## config.mk

```make
export PLATFORM = sky130hd
export DESIGN_NAME = countdown_timer_flat
export DESIGN_NICKNAME = d
export VERILOG_FILES = /design/src/rtl/countdown_timer_if.sv /design/src/rtl/countdown_timer.sv /design/src/flat_wrapper.sv
export SDC_FILE = /design/constraint.sdc
export NUM_CORES = 1
export LEC_CHECK = 0
export CAP_MARGIN = 20
export CELL_PAD_IN_SITES_DETAIL_PLACEMENT = 1
export CELL_PAD_IN_SITES_GLOBAL_PLACEMENT = 1
export CORE_UTILIZATION = 35
export DETAILED_ROUTE_END_ITERATION = 7
export PLACE_DENSITY = 0.84
export SLEW_MARGIN = 5
export SYNTH_ARGS = -nofsm -noshare
export SYNTH_HDL_FRONTEND = slang
export SYNTH_SLANG_ARGS = --single-unit
```

## constraint.sdc

```tcl
create_clock -name clk -period 5.55 [get_ports clk]
set_clock_uncertainty 0.15 [all_clocks]
set_input_delay 1.11 -clock clk [delete_from_list [all_inputs] [get_ports clk]]
set_output_delay 1.11 -clock clk [all_outputs]
set_load 0.01 [all_outputs]
```

## src/rtl/countdown_timer_if.sv

```systemverilog
// Control and display bundle of the MM:SS countdown timer.
interface countdown_timer_if;
    logic       load;
    logic [7:0] load_min;
    logic [7:0] load_sec;
    logic       start;
    logic       pause;
    logic       tick;
    logic [7:0] min;
    logic [7:0] sec;
    logic [1:0] state;
    logic       expired;
    logic       done;

    modport master (
        output load, load_min, load_sec, start, pause, tick,
        input  min, sec, state, expired, done
    );

    modport slave (
        input  load, load_min, load_sec, start, pause, tick,
        output min, sec, state, expired, done
    );
endinterface

```

## src/rtl/countdown_timer.sv

```systemverilog
// BCD minutes:seconds down-counter with load clamping, pause/resume
// and a single-cycle expiry pulse on reaching 00:00.
module countdown_timer #(
    parameter int MAX_MIN_TENS = 9
) (
    input logic              clk,
    input logic              reset,
    countdown_timer_if.slave bus
);
    typedef enum logic [1:0] {
        IDLE   = 2'b00,
        RUN    = 2'b01,
        PAUSED = 2'b10,
        DONE   = 2'b11
    } state_t;

    localparam logic [3:0] MIN_TENS_LIM = 4'(MAX_MIN_TENS);

    state_t     cur, nxt;
    logic [7:0] min_q, min_d;
    logic [7:0] sec_q, sec_d;
    logic       exp_q, exp_d;
    logic [7:0] min_dec, sec_dec;
    logic [7:0] min_ld, sec_ld;
    logic       is_zero, is_one;

    function automatic logic [3:0] clamp(input logic [3:0] v,
                                         input logic [3:0] lim);
        return (v > lim) ? lim : v;
    endfunction

    assign min_ld  = {clamp(bus.load_min[7:4], MIN_TENS_LIM),
                      clamp(bus.load_min[3:0], 4'd9)};
    assign sec_ld  = {clamp(bus.load_sec[7:4], 4'd5),
                      clamp(bus.load_sec[3:0], 4'd9)};
    assign is_zero = (min_q == 8'h00) && (sec_q == 8'h00);
    assign is_one  = (min_q == 8'h00) && (sec_q == 8'h01);

    // One-second BCD decrement with seconds borrowing from minutes
    always_comb begin
        min_dec = min_q;
        sec_dec = sec_q;
        if (sec_q[3:0] != 4'd0) begin
            sec_dec = {sec_q[7:4], sec_q[3:0] - 4'd1};
        end else if (sec_q[7:4] != 4'd0) begin
            sec_dec = {sec_q[7:4] - 4'd1, 4'd9};
        end else if (min_q != 8'h00) begin
            sec_dec = 8'h59;
            if (min_q[3:0] != 4'd0)
                min_dec = {min_q[7:4], min_q[3:0] - 4'd1};
            else
                min_dec = {min_q[7:4] - 4'd1, 4'd9};
        end
    end

    always_ff @(posedge clk) begin
        if (!reset) begin
            cur   <= IDLE;
            min_q <= 8'h00;
            sec_q <= 8'h00;
            exp_q <= 1'b0;
        end else begin
            cur   <= nxt;
            min_q <= min_d;
            sec_q <= sec_d;
            exp_q <= exp_d;
        end
    end

    always_comb begin
        nxt   = cur;
        min_d = min_q;
        sec_d = sec_q;
        exp_d = 1'b0;
        if (bus.load) begin
            nxt   = IDLE;
            min_d = min_ld;
            sec_d = sec_ld;
        end else begin
            unique case (cur)
                IDLE: begin
                    if (bus.start && !bus.pause) begin
                        nxt   = is_zero ? DONE : RUN;
                        exp_d = is_zero;
                    end
                end
                RUN: begin
                    if (bus.pause) begin
                        nxt = PAUSED;
                    end else if (bus.tick && !is_zero) begin
                        min_d = min_dec;
                        sec_d = sec_dec;
                        if (is_one) begin
                            nxt   = DONE;
                            exp_d = 1'b1;
                        end
                    end
                end
                PAUSED: begin
                    if (bus.start && !bus.pause)
                        nxt = RUN;
                end
                DONE: begin
                    nxt = DONE;
                end
                default: nxt = IDLE;
            endcase
        end
    end

    always_comb begin
        bus.min     = min_q;
        bus.sec     = sec_q;
        bus.state   = cur;
        bus.expired = exp_q;
        bus.done    = (cur == DONE);
    end
endmodule

```

## src/flat_wrapper.sv

```systemverilog
// flat-port wrapper written by rule: the top's interface ports become plain ports
module countdown_timer_flat 
#(
    parameter int MAX_MIN_TENS = 9
)
  (clk, reset, bus_load, bus_load_min, bus_load_sec, bus_start, bus_pause, bus_tick, bus_min, bus_sec, bus_state, bus_expired, bus_done);
  countdown_timer_if bus_i ();
  input logic clk;
  input logic reset;
  input wire logic [$bits(bus_i.load)-1:0] bus_load;
  input wire logic [$bits(bus_i.load_min)-1:0] bus_load_min;
  input wire logic [$bits(bus_i.load_sec)-1:0] bus_load_sec;
  input wire logic [$bits(bus_i.start)-1:0] bus_start;
  input wire logic [$bits(bus_i.pause)-1:0] bus_pause;
  input wire logic [$bits(bus_i.tick)-1:0] bus_tick;
  output wire logic [$bits(bus_i.min)-1:0] bus_min;
  output wire logic [$bits(bus_i.sec)-1:0] bus_sec;
  output wire logic [$bits(bus_i.state)-1:0] bus_state;
  output wire logic [$bits(bus_i.expired)-1:0] bus_expired;
  output wire logic [$bits(bus_i.done)-1:0] bus_done;
  assign bus_i.load = bus_load;
  assign bus_i.load_min = bus_load_min;
  assign bus_i.load_sec = bus_load_sec;
  assign bus_i.start = bus_start;
  assign bus_i.pause = bus_pause;
  assign bus_i.tick = bus_tick;
  assign bus_min = bus_i.min;
  assign bus_sec = bus_i.sec;
  assign bus_state = bus_i.state;
  assign bus_expired = bus_i.expired;
  assign bus_done = bus_i.done;
  countdown_timer #(.MAX_MIN_TENS(MAX_MIN_TENS)) u_core (.clk(clk), .reset(reset), .bus(bus_i));
endmodule
```

# Word-level counts from Yosys, hierarchy flattened
# Cells that the tools add are included.
word_totals:
  register_bits: 19
  output_inout_bits: 20
  wordCells: 82
classes:
  addsub: 4
  order_cmp: 4
  n_eq_ne: 12
  muxes: 31
  bitwise: 1
  n_reduce_logical: 24
op_table:
  columns: ["cell", "count"]
  rows:
  - ["two-way mux 8 bit", 15]
  - ["logical NOT 8 bit", 2]
  - ["two-way mux 4 bit", 4]
  - ["nonzero test 4 bit", 4]
  - ["subtractor 4 x 1 -> 4 bit (second input constant)", 4]
  - ["> comparator 4 bit (second input constant)", 3]
  - ["two-way mux 2 bit", 6]
  - ["== test 8 x 1 -> 1 bit (second input constant)", 1]
  - ["!= test 2 bit (second input constant)", 4]
  - ["one-hot mux 2 bit (4 select lines)", 1]
  - ["AND reduction 4 bit", 2]
  - ["nonzero test 8 bit", 1]
  - ["AND reduction 7 bit", 1]
  - ["!= test 3 x 2 -> 1 bit (second input constant)", 2]
  - ["AND reduction 6 bit", 1]
  - ["nonzero test 2 bit", 3]
  - ["AND reduction 5 bit", 1]
  - ["== test 2 bit (second input constant)", 2]
  - ["> comparator 4 x 3 -> 1 bit (second input constant)", 1]
  - ["logical AND 1 bit", 4]
  - ["two-way mux 1 bit", 4]
  - ["!= test 2 x 1 -> 1 bit (second input constant)", 2]
  - ["nonzero test 3 bit", 1]
  - ["== test 2 x 1 -> 1 bit (second input constant)", 1]
  - ["5 further kinds", 6]

# Depth between registers and ports, before layout
# Gate-level depths: netlist of run 1.
depth:
  ltp_word: 9
  ltp_mapped: 6

# Least setup slack after synthesis of run 1
# Ideal clock, no wire load.
synth_path:
  path_kind: "input port to flip-flop"
  startpoint: "input bus_tick"
  endpoint: "register u_core.min_q[3], in the netlist u_core.bus.min[3]"
  setup_ps: 122
  t_arrival_ps: 2333
  slack_ps: 2946
  cell_stages: 4
  n_path_buf: 0
  cell_sequence: "nor4bb_1 nand3_1 o31a_1 o311a_1"
synth_via:
  elab_chain_len: 3
synth_rtl:
  columns: ["element", "line", "source"]
  rows:
  - ["start, declared", "flat_wrapper.sv:15", "input wire logic [$bits(bus_i.tick)-1:0] bus_tick;"]
  - ["logical AND 1 bit", "countdown_timer.sv:90", "end else if (bus.tick && !is_zero) begin"]
  - ["nonzero test 2 bit (no line)", null, null]
  - ["AND reduction 6 bit (no line)", null, null]
  - ["end signal, assigned", "countdown_timer.sv:64", "min_q <= min_d;"]
  - ["end, declared", "countdown_timer.sv:20", "logic [7:0] min_q, min_d;"]
# No other way between the ends.
# A chain may end at the register's enable or synchronous reset.

# Worst setup path in the final report of run 1
layout_path:
  startpoint: "input bus_load"
  endpoint: "register u_core.min_q[1], in the netlist u_core.bus.min[1]"
layout_via:
  elab_chain_len: 2
layout_rtl:
  columns: ["element", "line", "source"]
  rows:
  - ["start, declared", "flat_wrapper.sv:10", "input wire logic [$bits(bus_i.load)-1:0] bus_load;"]
  - ["!= test 2 bit (no line) or nonzero test 2 bit (tied branches)", null, null]
  - ["AND reduction 6 bit (no line)", null, null]
# Several ways; a longest one is shown, not always the timed one.

==> metrics.md, run 1 <==
| Metric | Value |
|---|---|
| Finish-stage setup viols | 0 |
| # rows | 21 |
| Top cell type's share of synthesized area | 0.307 |
| CTS tree | yes |
| Clock Latency Late Sink | 330 ps |
| # port buffers | 41 |
| Die Span X | roughly 62 µm |
| Overall routing resource usage | 0.234 |
| DP Cell Count | roughly 230 |
| Routed WL | 4.03 mm |
| DIE AREA | between 0.003 and 0.004 mm² |
| Worst setup EP type | flop |
| Design area | between 0.0015 and 0.002 mm² |
| R2R Setup Slk | between 3000 and 4000 ps |
| Final slew viol count | 0 |
| Post-Place Worst Slack | 2010 ps |
| Hold_sp | u_core.bus.min[5]$_SDFFE_PN0P_ |
| Pwr dens | 196 mW/mm² |
| Cell Count, Final, Fillers Out | between 200 and 250 |
| Root Driver | clkbuf_4 |
| Slew HR | 0.340 |
| Setup TNS | 0 ps |
| Commonest non-fill, non-tap cell in the layout | clkdlybuf4s50_1 |
| Setup crit start kind | input pin |
| Filler Cells Inserted | 460 |
| Cells after synthesis | approximately 150 |
| H-tree depth | 1 |
| Highest-count cells in the layout ignoring fill and taps | 41 x clkdlybuf4s50_1, 19 x dfxtp_1, 11 x nand2_1, 9 x o21ai_0, 9 x a21oi_1 |
| Run status | finished clean |
| Critical R2R Capture | u_core.bus.min[1]$_SDFFE_PN0P_ |
| Hpwl dp | ~3 mm |
| WS Path Type | in -> reg |
| Iter 0 DRT Violations | approximately 60 |
| Syn Nets | 175 |
| Worst Setup SP | bus_load |
| Top cells by area, synth | dfxtp_1 31%, a21oi_1 3.6%, o21ai_0 3.6%, nand2_1 3.3%, nand2b_1 2.5% |
| Footprint of the multi-input gates | roughly 810 µm² |
| Setup Fix Bufs, Post-CTS | 0 |
| WL/cell | approximately 17 µm |
| Post-synth cell types | 48 |
| Share of post-route cells with drive strength above 1 | 0.0476 |
| Crit path DAT | around 3400 ps |
| Worst hold path cell count | 2 |
| FMAX | about 310 MHz |
| Predominant post-synthesis flop cell | dfxtp_1 |
| Diode count | 0 |
| Final Core Density | 0.508 |
| Die height | between 60 and 70 µm |
| RSZ-0062 raised after global routing | no |
| Actual slew at the worst max-slew pin | around 1000 ps |
| Post-synth EDFFs | 0 |
| Largest net degree at the start of global routing | 29 |
| Final period utilization | 0.583 |
| Synthesized flop and latch total | 19 |
| CTS clk-pin slew, worst paths | 130 ps |
| Hold Crit Endpoint | u_core.bus.min[5]$_SDFFE_PN0P_ |
| Post-synth top area cell | dfxtp_1 |
| Clock tree buffer depth | 2 |
| Final-stage net count | 214 |
| Total global routing overflow | 0 |
| Critical Path RT | between 5000 and 6000 ps |
| Final hold vios | 0 |
| Initial antenna violation count | 0 |
| Max_cap viols | 0 |
| Placed Area | 0.00168 mm² |
| # clock sinks | 19 |
| Register area share after synthesis | 0.307 |
| Overall Power | around 0.33 mW |
| Post-route ant nets | 0 |
| First-pass GRT wire length | 6.40 mm |
| Tmin final | roughly 3200 ps |
| Via/cell ratio | approximately 5.8 |
| Mapped cell area | 0.00124 mm² |
| Vias in the first global route | 1407 |
| CP max FO | 28 |
| Routed via count | approximately 1400 |
| Post-route DRC | 0 |
| RR Startpoint | u_core.bus.sec[4]$_SDFFE_PN0P_ |
| Largest vdd supply drop | approximately 0.000093 V |
| Core area | 0.00336 mm² |
| Area Overhead vs Synth | 37.7% |
| Lkg Pwr | ~0.57 nW |
| I/O pins | 42 |
| Initial Utilization | 0.369 |
| Cts repair resizes | 0 |
| Final hold slack | roughly 370 ps |
| Storage cell area | roughly 380 µm² |
| Synth warn | 0 |
| Num CTS Buffers | 3 |
| Final GP Congestion | around 0.82 |
| Cts hold-fix bufs | 0 |
| R2R depth | 6 |
| Final worst setup slack | ~2300 ps |
| Ys async rst share | 0 |
| Hold Path Class | reg -> reg |
| Syn avg cell area | ~8.2 µm² |
| First-pass DRT Iterations | 4 |
[state kept, by name, indices dropped and copies added (netlist names)]
name and flops:
u_core.bus.state 2, u_core.bus.expired 1, u_core.bus.min 8, u_core.bus.sec 8
[worst max-delay path by stage]
stage                                endpoint  slack [ps]  cells past startpoint
6_report       u_core.bus.min[1]$_SDFFE_PN0P_        2320                      5
5_1_grt        u_core.bus.min[1]$_SDFFE_PN0P_        2160                      5
4_1_cts        u_core.bus.min[1]$_SDFFE_PN0P_        2350                      5
3_5_place_dp   u_core.bus.min[1]$_SDFFE_PN0P_        2010                      5
3_3_place_gp   u_core.bus.sec[6]$_SDFFE_PN0P_        2100                      5
2_1_floorplan  u_core.bus.min[3]$_SDFFE_PN0P_        2950                      4
[per-layer routing]
metal,vias up,GRT usage,share of wire
met5,-,0,0
met3,10,0.0420,0.038
met4,0,0.102,0.022
met1,652,0.276,0.43
li1,667,-,-
met2,45,0.413,0.51
[power breakdown]
group	leakage (nW)	switching, mW	internal, mW
combinational	0.401	0.0467	0.0492
clock	0.0150	0.0535	0.0283
sequential	0.156	0.0128	0.144
[worst max-delay path, stage by stage]
cell	delay, ps
clkdlybuf4s50_1	920
nor2b_1	530
o21ai_0	160
or4b_1	530
nand3_1	100
[cell usage after synthesis, types with 4 or more instances]
cell and count:
nand4_1 4, nand3_1 6, dfxtp_1 19, a21oi_1 9
o21ai_0 9, nor2_1 8, nand2_1 11, nor4_1 5
inv_1 7, nor3_1 4, clkbuf_1 7, nand2b_1 5
[logic make-up after synthesis]
| family | Yosys count | synth area share |
|---|---|---|
| multiplexers | 2 | 0.0161 |
| AND/OR/NAND/NOR | 62 | 0.298 |
| XOR/XNOR | 3 | 0.0212 |
| flip-flops | 19 | 0.307 |
| adder cells (fa/ha/maj) | 2 | 0.0202 |
| AO/OA/AOI/OAI | 49 | 0.296 |
| buffers and inverters | 14 | 0.0424 |
[final cells by class]
class | count | share of cell area
Multi-Input combinational cell | 118 | 0.473
Timing Repair Buffer | 41 | 0.240
Sequential cell | 19 | 0.223
Tap cell | 46 | 0.0337
Clock buffer | 4 | 0.0154
Inverter | 7 | 0.0154
Note: power is estimated with default switching activity, not from simulation.
==> run 2, diff against run 1 <==
--- a/config.mk
+++ b/config.mk
@@ -8,9 +8,9 @@
 export CAP_MARGIN = 20
 export CELL_PAD_IN_SITES_DETAIL_PLACEMENT = 1
 export CELL_PAD_IN_SITES_GLOBAL_PLACEMENT = 1
-export CORE_UTILIZATION = 35
+export CORE_UTILIZATION = 32
 export DETAILED_ROUTE_END_ITERATION = 7
-export PLACE_DENSITY = 0.84
+export PLACE_DENSITY = 0.77
 export SLEW_MARGIN = 5
 export SYNTH_ARGS = -nofsm -noshare
 export SYNTH_HDL_FRONTEND = slang
==> constraint.sdc (replaced) <==
create_clock -name clk -period 3 [get_ports clk]
set_clock_uncertainty 0.15 [all_clocks]
set_input_delay 0.6 -clock clk [delete_from_list [all_inputs] [get_ports clk]]
set_output_delay 0.6 -clock clk [all_outputs]
set_load 0.01 [all_outputs]
==> run 2 against run 1 <==
Compared with the run above:
- sequential share of layout area is 1.1 points lower
- sequential power is 85% higher
- non-clock buffer count is 9 higher
- critical endpoint unchanged
- largest power group unchanged
==> metrics.md, run 2 (synthesis results as in run 1) <==
| Metric | Value |
|---|---|
| Run status | finished clean |
| Routed WL | 3.86 mm |
| Cts hold-fix bufs | 0 |
| Final-stage net count | ~220 |
| Filler Cells Inserted | ~460 |
| RR Startpoint | u_core.bus.sec[4]$_SDFFE_PN0P_ |
| Worst setup EP type | flop |
| Hold Path Class | reg -> reg |
| P_sw | around 0.21 mW |
| # clock sinks | 19 |
| Largest vdd supply drop | around 0.00022 V |
| Post-Place Worst Slack | approximately 400 ps |
| CP max stage cell | or3b_2 |
| Hpwl dp | approximately 3 mm |
| CP top delay family | simple AND/OR/NAND/NOR gates |
| Post-route ant nets | 0 |
| R2R Setup Slk | between 500 and 600 ps |
| Clock tree buffer depth | 2 |
| Final worst setup slack | between 500 and 600 ps |
| Die Span X | 64.2 µm |
| Internal Pwr Total | between 0.4 and 0.5 mW |
| Diode count | 0 |
| DP Cell Count | 242 |
| Critical path, cell by cell | inv_1 -> ha_1 -> or3b_2 -> a2111oi_4 -> or4b_1 -> nand3_1 |
| Total global routing overflow | 0 |
| Overall Power | around 0.66 mW |
| Via/cell ratio | 5.67 |
| Vias in the first global route | 1395 |
| Critical R2R Capture | u_core.bus.min[1]$_SDFFE_PN0P_ |
| Share of post-route cells with drive strength above 1 | 0.0960 |
| Root Driver | clkbuf_8 |
| Max_cap viols | 0 |
| Final slew viol count | 0 |
| Actual slew at the worst max-slew pin | 747 ps |
| Slew HR | 0.501 |
| Tmin final | around 2400 ps |
| Largest net degree at the start of global routing | 16 |
| Worst Setup SP | u_core.bus.sec[4]$_SDFFE_PN0P_ |
| # rows | 22 |
| First-pass DRT Iterations | 4 |
| FMAX | 415 MHz |
| First-pass GRT wire length | 6.40 mm |
| Final hold vios | 0 |
| Storage cell area | roughly 380 µm² |
| Commonest non-fill, non-tap cell in the layout | clkdlybuf4s50_1 |
| Iter 0 DRT Violations | 46 |
| DIE AREA | between 0.004 and 0.005 mm² |
| Comb pwr share | 0.280 |
| Overall routing resource usage | 0.196 |
| CP Capture Point | u_core.bus.min[1]$_SDFFE_PN0P_ |
| Crit path DAT | roughly 2500 ps |
| Setup Fix Bufs, Post-CTS | 0 |
| Initial Utilization | 0.336 |
| Num CTS Buffers | 3 |
| Setup TNS | 0 ps |
| Initial antenna violation count | 0 |
| Pwr dens | between 300 and 400 mW/mm² |
| Final period utilization | 0.802 |
| CTS tree | yes |
| WS Path Type | reg -> reg |
| R2R depth | 6 |
| Footprint of the multi-input gates | a little over 800 µm² |
| Seq pwr share | 0.437 |
| # port buffers | ~40 |
| Cts repair resizes | 0 |
| Power share of the clock group | 0.283 |
| Clock Latency Late Sink | around 260 ps |
| Area Overhead vs Synth | 45.0% |
| WL/cell | 15.7 µm |
| Setup crit start kind | flop |
| RSZ-0062 raised after global routing | no |
| Cell Count, Final, Fillers Out | 246 |
| Finish-stage setup viols | 0 |
| I/O pins | between 40 and 50 |
| WP buf/inv | 1 |
| Post-route DRC | 0 |
| Critical Path RT | 3050 ps |
| H-tree depth | 1 |
| Core area | around 0.0037 mm² |
| CP Depth | 6 |
| Lkg Pwr | approximately 0.63 nW |
| Switching Share | 0.311 |
| Slowest stage delay, CP | ~520 ps |
| CP max FO | 6 |
| Final GP Congestion | 0.811 |
| Highest-count cells in the layout ignoring fill and taps | 41 x clkdlybuf4s50_1, 19 x dfxtp_1, 11 x nand2_1 |
| Routed via count | 1394 |
| CTS clk-pin slew, worst paths | approximately 80 ps |
| Die height | ~64 µm |
[run 2: layout make-up]
cell class                      instances  share of cell area
Tap cell                               48              0.0334
Inverter                                7              0.0146
Multi-Input combinational cell        118               0.449
Sequential cell                        19               0.212
Clock inverter                          1             0.00278
Timing Repair Buffer                   50               0.266
Clock buffer                            3              0.0230
[run 2: per-stage QoR]
stage	utilization	hold WS [ps]	area [µm²]
finish	0.487	349	1800
global route	0.487	386	1800
CTS	0.487	362	1800
detailed placement	0.475	346	1750
global placement	0.475	337	1750
floorplan	-	353	1240
[run 2: routing by layer]
metal	wire length [µm]	track usage	share of wire
met4	29	0.0500	0.0075
met3	132	0.0393	0.034
met5	0	0	0
met1	1720	0.226	0.45
met2	1980	0.364	0.51
[run 2: worst register-to-register path, stage by stage (launching register included)]
cell       delay, ps
dfxtp_1          380
inv_1             80
ha_1             190
or3b_2           520
a2111oi_4        450
or4b_1           480
nand3_1          100
[run 2: worst min path at each step]
stage	startpoint	slack (ps)	cells past startpoint	endpoint
final	u_core.bus.min[5]$_SDFFE_PN0P_	350	2	u_core.bus.min[5]$_SDFFE_PN0P_
after global routing	u_core.bus.min[5]$_SDFFE_PN0P_	390	2	u_core.bus.min[5]$_SDFFE_PN0P_
after CTS	u_core.bus.min[5]$_SDFFE_PN0P_	360	2	u_core.bus.min[5]$_SDFFE_PN0P_
after detailed placement	u_core.bus.min[5]$_SDFFE_PN0P_	350	2	u_core.bus.min[5]$_SDFFE_PN0P_
after global placement	u_core.bus.min[5]$_SDFFE_PN0P_	340	2	u_core.bus.min[5]$_SDFFE_PN0P_
after floorplan	u_core.bus.min[5]$_SDFFE_PN0P_	350	2	u_core.bus.min[5]$_SDFFE_PN0P_
[run 2: power groups by stage]
| stage | clock (mW) | combinational, mW | sequential [mW] |
|---|---|---|---|
| 4_1_cts | 0.193 | 0.187 | 0.290 |
| 6_report | 0.188 | 0.186 | 0.290 |
| 2_1_floorplan | 0 | 0.0930 | 0.294 |
| 3_5_place_dp | 0 | 0.186 | 0.296 |
| 5_1_grt | 0.204 | 0.203 | 0.293 |
| 3_3_place_gp | 0 | 0.183 | 0.294 |
==> run 3, diff against run 2 <==
--- a/config.mk
+++ b/config.mk
@@ -8,9 +8,9 @@
 export CAP_MARGIN = 20
 export CELL_PAD_IN_SITES_DETAIL_PLACEMENT = 1
 export CELL_PAD_IN_SITES_GLOBAL_PLACEMENT = 1
-export CORE_UTILIZATION = 32
+export CORE_UTILIZATION = 29
 export DETAILED_ROUTE_END_ITERATION = 7
-export PLACE_DENSITY = 0.77
+export PLACE_DENSITY = 0.74
 export SLEW_MARGIN = 5
 export SYNTH_ARGS = -nofsm -noshare
 export SYNTH_HDL_FRONTEND = slang
==> constraint.sdc (replaced) <==
create_clock -name clk -period 1.99 [get_ports clk]
set_clock_uncertainty 0.15 [all_clocks]
set_input_delay 0.398 -clock clk [delete_from_list [all_inputs] [get_ports clk]]
set_output_delay 0.398 -clock clk [all_outputs]
set_load 0.01 [all_outputs]
==> run 3 against run 2 <==
Compared with the run above:
- the flow now finishes with violations (setup timing)
- sequential power up 45%
- design area grew 17%
- global-route usage is 2.7 points higher
==> metrics.md, run 3 (synthesis results as in run 1) <==
| Metric | Value |
|---|---|
| Share of post-route cells with drive strength above 1 | 0.280 |
| I/O pins | 42 |
| DIE AREA | approximately 0.0045 mm² |
| Commonest non-fill, non-tap cell in the layout | clkdlybuf4s50_1 |
| Routed WL | around 4.6 mm |
| Actual slew at the worst max-slew pin | approximately 450 ps |
| Filler Cells Inserted | ~490 |
| # port buffers | 41 |
| Via/cell ratio | approximately 5.7 |
| Pwr dens | 513 mW/mm² |
| Highest-count cells in the layout ignoring fill and taps | 39 x clkdlybuf4s50_1, 36 x buf_4, 14 x dfxtp_1, 11 x nand2_1, 9 x o21ai_0 |
| Cts hold-fix bufs | 0 |
| Hpwl dp | approximately 3.6 mm |
| Final slew viol count | 0 |
| Footprint of the multi-input gates | between 800 and 900 µm² |
| Final GP Congestion | roughly 0.87 |
| Clock tree buffer depth | 2 |
| Clock Latency Late Sink | 260 ps |
| Critical Path RT | a little under 2000 ps |
| Failing checks | setup timing |
| Largest net degree at the start of global routing | 19 |
| Root Driver | clkbuf_8 |
| Overall Power | 1.08 mW |
| Iter 0 DRT Violations | between 50 and 60 |
| Die Span X | just under 70 µm |
| Diode count | 0 |
| Core area | a little over 0.004 mm² |
| Overall routing resource usage | 0.223 |
| # rows | 23 |
| Run status | complete, but fails checks |
| CTS tree | yes |
| Final worst setup slack | -95.8 ps |
| Hold Path Class | reg -> reg |
| Initial antenna violation count | 0 |
| Die height | 67.4 µm |
| CTS clk-pin slew, worst paths | around 80 ps |
| WS Path Type | reg -> reg |
| CP max FO | 4 |
| Finish-stage setup viols | 4 |
| Final hold vios | 0 |
| # clock sinks | 19 |
| Tmin final | 2090 ps |
| First-pass DRT Iterations | 4 |
| First-pass GRT wire length | roughly 7.6 mm |
| Final hold slack | between 400 and 500 ps |
| Area Overhead vs Synth | 69.1% |
| Post-route ant nets | 0 |
| Slew HR | 0.691 |
| Final period utilization | 1.05 |
| R2R Setup Slk | -100 ps |
| Setup crit start kind | flop |
| Lkg Pwr | around 0.8 nW |
| Post-route DRC | 0 |
| H-tree depth | 1 |
| Storage cell area | between 300 and 400 µm² |
| Post-Place Worst Slack | -334 ps |
| Routed via count | 1566 |
| Max_cap viols | 0 |
| WL/cell | between 15 and 20 µm |
| Total global routing overflow | 0 |
| Vias in the first global route | around 1600 |
| Num CTS Buffers | 3 |
| FMAX | about 480 MHz |
| Final-stage net count | 250 |
| Worst setup EP type | flop |
| Initial Utilization | 0.306 |
| Crit path DAT | 2070 ps |
| RSZ-0062 raised after global routing | yes |
| Largest vdd supply drop | around 0.00028 V |
## run 3: where the power goes
| group | total [mW] | switching (mW) | leakage [nW] | internal, mW |
|---|---|---|---|---|
| Sequential | 0.421 | 0.0202 | 0.159 | 0.400 |
| Combinational | 0.373 | 0.175 | 0.611 | 0.198 |
| Clock | 0.282 | 0.139 | 0.0228 | 0.143 |
| Total | 1.08 | 0.334 | 0.793 | 0.742 |
## run 3: worst paths after layout
path,depth (start not counted),end,start
worst min-delay path,2,u_core.bus.state[0]$_SDFFE_PP0P_,u_core.bus.state[0]$_SDFFE_PP0P_
worst max-delay path,5,u_core.bus.min[4]$_SDFFE_PN0P_,u_core.bus.sec[0]$_SDFFE_PN0P_
worst min register to register,2,u_core.bus.state[0]$_SDFFE_PP0P_,u_core.bus.state[0]$_SDFFE_PP0P_
worst max register to register,5,u_core.bus.min[4]$_SDFFE_PN0P_,u_core.bus.sec[0]$_SDFFE_PN0P_
## run 3: critical path, cell delays in order (launching register included)
cell and delay, ps:
dfxtp_1 320, or4_4 580, a2111oi_4 380, buf_4 210, a211oi_2 60, a2111oi_0 280
## run 3: cell type report
class | count | area share
clock buffers | 4 | 0.0215
flip-flops and latches | 19 | 0.187
inverters | 7 | 0.0137
multi-input cells | 118 | 0.423
repair buffers | 77 | 0.325
well taps | 50 | 0.0298
## run 3: metal layers
layer  routed length [µm]  vias up  GRT usage
met1                 1920      753      0.263
met3                  204       18     0.0338
met4                  162        0      0.130
li1                     -      744          -
met2                 2300       51      0.380
met5                    0        -          0
## run 3: timing repair
item	4_1_cts	5_1_grt
endpoints found under the setup margin	9	11
setup buffers	1	1
pin swaps	3	6
gates resized for setup	7	8
## run 3: per-stage QoR
| step | setup TNS [ps] | util | instances | cell area, µm² |
|---|---|---|---|---|
| detailed placement | -3730 | 0.487 | 269 | 1980 |
| global placement | -2990 | 0.487 | 269 | 1980 |
| CTS | -326 | 0.506 | 274 | 2050 |
| global route | -560 | 0.517 | 275 | 2100 |
| floorplan | -103 | - | 151 | 1270 |
| finish | -207 | 0.517 | 275 | 2100 |
